## src/rtl/banco_reg.sv

```systemverilog
// Register bank for the 4-bit microcore: LDR / ULA write-back into R0 or Rd
// behind a three-state write handshake, plus two combinational read ports.
module banco_reg #(
    parameter int DATA_W = 4,
    parameter int ADDR_W = 2
) (
    input  logic              clk,
    input  logic              rst,
    input  logic              ena_wr,
    input  logic              sel_r0_rd,
    input  logic              sel_ldr_ula,
    input  logic [ADDR_W-1:0] rd_addr,
    input  logic [DATA_W-1:0] imm_data,
    input  logic [DATA_W-1:0] ula_res,
    input  logic [ADDR_W-1:0] ra_addr,
    input  logic [ADDR_W-1:0] rb_addr,
    output logic [DATA_W-1:0] ra_data,
    output logic [DATA_W-1:0] rb_data,
    output logic [DATA_W-1:0] r0_out,
    output logic              wr_ack,
    output logic [1:0]        bank_state
);

    localparam int DEPTH = 2 ** ADDR_W;

    typedef enum logic [1:0] {
        ST_IDLE = 2'd0,
        ST_ACK  = 2'd1,
        ST_DONE = 2'd2
    } state_t;

    state_t            state_q, state_d;
    logic              wr_ack_q;
    logic              wr_en;
    logic [ADDR_W-1:0] wr_addr;
    logic [DATA_W-1:0] wr_data;
    logic [DEPTH-1:0]  reg_we;
    logic [DATA_W-1:0] regs_q [DEPTH];

    always_comb begin
        state_d = state_q;
        wr_en   = 1'b0;
        case (state_q)
            ST_IDLE: begin
                if (ena_wr) begin
                    wr_en   = 1'b1;
                    state_d = ST_ACK;
                end
            end
            ST_ACK:  state_d = ST_DONE;
            // Writes happen only in IDLE, so a lingering ena_wr here is harmless.
            ST_DONE: if (!ena_wr) state_d = ST_IDLE;
            default: state_d = ST_IDLE;
        endcase
    end

    assign wr_addr = sel_r0_rd   ? rd_addr  : '0;
    assign wr_data = sel_ldr_ula ? imm_data : ula_res;

    genvar gi;
    generate
        for (gi = 0; gi < DEPTH; gi++) begin : g_we
            assign reg_we[gi] = wr_en && (wr_addr == ADDR_W'(gi));
        end
    endgenerate

    always_ff @(posedge clk or negedge rst) begin
        if (!rst) begin
            state_q  <= ST_IDLE;
            wr_ack_q <= 1'b0;
        end else begin
            state_q  <= state_d;
            wr_ack_q <= (state_d == ST_ACK);
        end
    end

    always_ff @(posedge clk or negedge rst) begin
        if (!rst) begin
            for (int i = 0; i < DEPTH; i++) regs_q[i] <= '0;
        end else begin
            for (int i = 0; i < DEPTH; i++) begin
                if (reg_we[i]) regs_q[i] <= wr_data;
            end
        end
    end

    // No write-through: readers see the old value during the write cycle.
    assign ra_data    = regs_q[ra_addr];
    assign rb_data    = regs_q[rb_addr];
    assign r0_out     = regs_q[0];
    assign wr_ack     = wr_ack_q;
    assign bank_state = state_q;

endmodule
```

## config.mk

```make
export PLATFORM = sky130hd
export DESIGN_NAME = banco_reg
export DESIGN_NICKNAME = d
export VERILOG_FILES = /design/src/rtl/banco_reg.sv
export SDC_FILE = /design/constraint.sdc
export NUM_CORES = 1
export LEC_CHECK = 0
export ABC_CLOCK_PERIOD_IN_PS = 1800
export CORE_MARGIN = 10
export CORE_UTILIZATION = 44
export DETAILED_ROUTE_END_ITERATION = 6
export HOLD_SLACK_MARGIN = 0.15
export PLACE_DENSITY = 0.79
export SLEW_MARGIN = 25
export SYNTH_ARGS = -nofsm -noshare
export SYNTH_HDL_FRONTEND = slang
export SYNTH_SLANG_ARGS = --single-unit
```

## constraint.sdc

```tcl
create_clock -name clk -period 1.8 [get_ports clk]
set_input_delay 0.18 -clock clk [delete_from_list [all_inputs] [get_ports clk]]
set_output_delay 0.18 -clock clk [all_outputs]
set_load 0.03 [all_outputs]
```

==> results.ini <==
[status]
status=complete, no violations

[timing]
slew_headroom=0.785
final-setup-viol-count=0
hold_violations=0
period_needed_ps=1720
drv_slew=0
fmax_mhz=580
skew_ps=2.45
setup-tns-final_ps=0
rsz0062_at_grt=no
setup_ws_ps=76.6
period_share=0.957
worstMarginPinSlew_ps=321

[yosys]
netlist_area_um2=1010
synth_top_area_share=0.471
synthTopCellsByArea=dfrtp_1 (47%), mux2_2 (18%), mux4_2 (18%), mux2_4 (6.0%), buf_4 (3.0%)
avgSynthCellArea_um2=16.0
syn-num-nets=82
synth_cell_types=14
synthCells=63
ys_seq_elements=19
synth-seq-area-share=0.471
yosysWarnings=0
yosys.area.top_type=dfrtp_1

[global_routing]
grt_first_pass_wirelength_um=3890
grt_use_met2=0.183
grt_max_degree=20
top_usage_layer=met2
met1_usage=0.132
met3_usage=0.0440
antenna_found_initial=0
grtUsageTotal=0.112
grt_pass1_vias=784
overflow=0

[worst_setup_path]
r2r-start=bank_state[1]
cp_num_cells=2
crit_start=regs_q[0]
cp-end-kind=output port
crit_chain=mux4_2, dlygate4sd2_1
cp.required_ps=1620
start_kind=flip-flop
reg2reg_depth=3
worstSetupPathType=flip-flop to output port
cp.arrival_ps=1540
cp_slowest_cell=mux4_2
worst-path-buf-inv=1
critical_path.top_delay_family=multiplexers
crit_fanout=3
r2r_setup_slack_ps=270
crit_path_max_incr_delay_ps=470

[floorplanning]
num_rows=17
dieArea_um2=4610
ios=34
die_w_um=67.9
start_util=0.460
core_area_um2=2190
die_y_um=67.9

[clock_network]
cts.clk_slew.worst_paths_ps=110
ctsHoldBuffers=0
h-tree-depth=1
cts_tree=yes
cts-root-buf=clkbuf_4
clock-sinks=19
clockBufferDepth=2
cts_buffers=3
clkLatencyLatePin_ps=290

[route]
wl_um=2390
vias=687
viasPerCell=5.41
ant_nets=0
drt-wirelength-per-cell_um=18.8
dr.pass1.iters=4
drc=0
drt_iter0_drc=16

[cells_and_area]
layout_common_cells=clkdlybuf4s50_1 (23), dfrtp_1 (19), mux2_2 (16)
antenna_cells=0
final_common_cell=clkdlybuf4s50_1
drive_gt1_frac=0.374
fillCellCount=184
fin_nets=119
areaGrowthSynthToFinish_pct=36.2

[placement]
dp_slack_ps=-346
io_buffer_count=33
dp_hpwl_um=1930
gp_congestion=0.719

[power]
ir_drop_mv=0.806
powerDensity_nw_per_um2=1570
power_leakage_nw=0.582

[run]
max-cap-violations=0

[min_path]
hold_class=primary input to async pin

[state kept, by name (all words and copies together) (netlist names)]
signal,flops
wr_ack,1
bank_state,2
r0_out,4
regs_q,12
[metrics by stage]
step / total power [mW] / hold slack [ps] / instances / utilization / instance area (um2)
6_report: 2.15 / 213 / 127 / 0.627 / 1370
5_1_grt: 2.29 / 231 / 127 / 0.627 / 1370
4_1_cts: 2.18 / 219 / 127 / 0.627 / 1370
3_5_place_dp: 2.02 / 503 / 123 / 0.620 / 1360
3_3_place_gp: 1.99 / 492 / 123 / 0.620 / 1360
2_1_floorplan: 1.60 / -116 / 63 / - / 1010
[repair_timing]
item / in CTS / in global routing
gates resized for setup: 8 / 0
endpoints found under the setup margin: 8 / 0
setup buffers: 0 / 0
hold endpoints to repair: 0 / 0
[kinds of logic after synthesis]
| family | synth area share |
|---|---|
| flip-flops | 0.471 |
| AO/OA/AOI/OAI | 0.00993 |
| buffers and inverters | 0.0447 |
| AND/OR/NAND/NOR | 0.0571 |
| multiplexers | 0.417 |
[worst reg2reg max path, stage by stage (launching register included)]
cell,delay (ps)
dfrtp_1,440
and4bb_1,320
and3_1,340
mux2_4,330
[final cells by class]
type                            count  area (um2)  area share
Clock buffer                        4        26.3      0.0191
Multi-Input combinational cell     38         488       0.355
Sequential cell                    19         475       0.346
Timing Repair Buffer               37         345       0.251
Tap cell                           28        35.0      0.0255
Inverter                            1        3.75     0.00273
[metal layers]
metal	routed length, um	share of wire
met5	0	0
met3	211	0.088
met1	1030	0.43
met2	1140	0.48
met4	9	0.0038
[power by group]
part | internal [mW] | total, mW | switching [mW]
Sequential | 0.632 | 0.788 | 0.157
Combinational | 0.586 | 1.15 | 0.562
Clock | 0.0862 | 0.213 | 0.127
Total | 1.30 | 2.15 | 0.846
[path summary, 6_finish.rpt]
path                                    to
min in group clk                    wr_ack
worst min register to register      wr_ack
worst max register to register   regs_q[3]
worst max-delay path            ra_data[0]
worst min-delay path             regs_q[0]
max in group asynchronous        regs_q[6]
[Yosys cell counts]
cell type and instances:
nand2_1 1, dfrtp_1 19, o21ai_0 2, mux2_4 4, mux2_2 16, inv_1 1, buf_4 4, nand3_1 1
and3_1 1, buf_6 1, mux4_2 8, and4bb_1 1, nand3b_1 2, nor3b_1 2
Note: power is estimated with default switching activity, not from simulation.
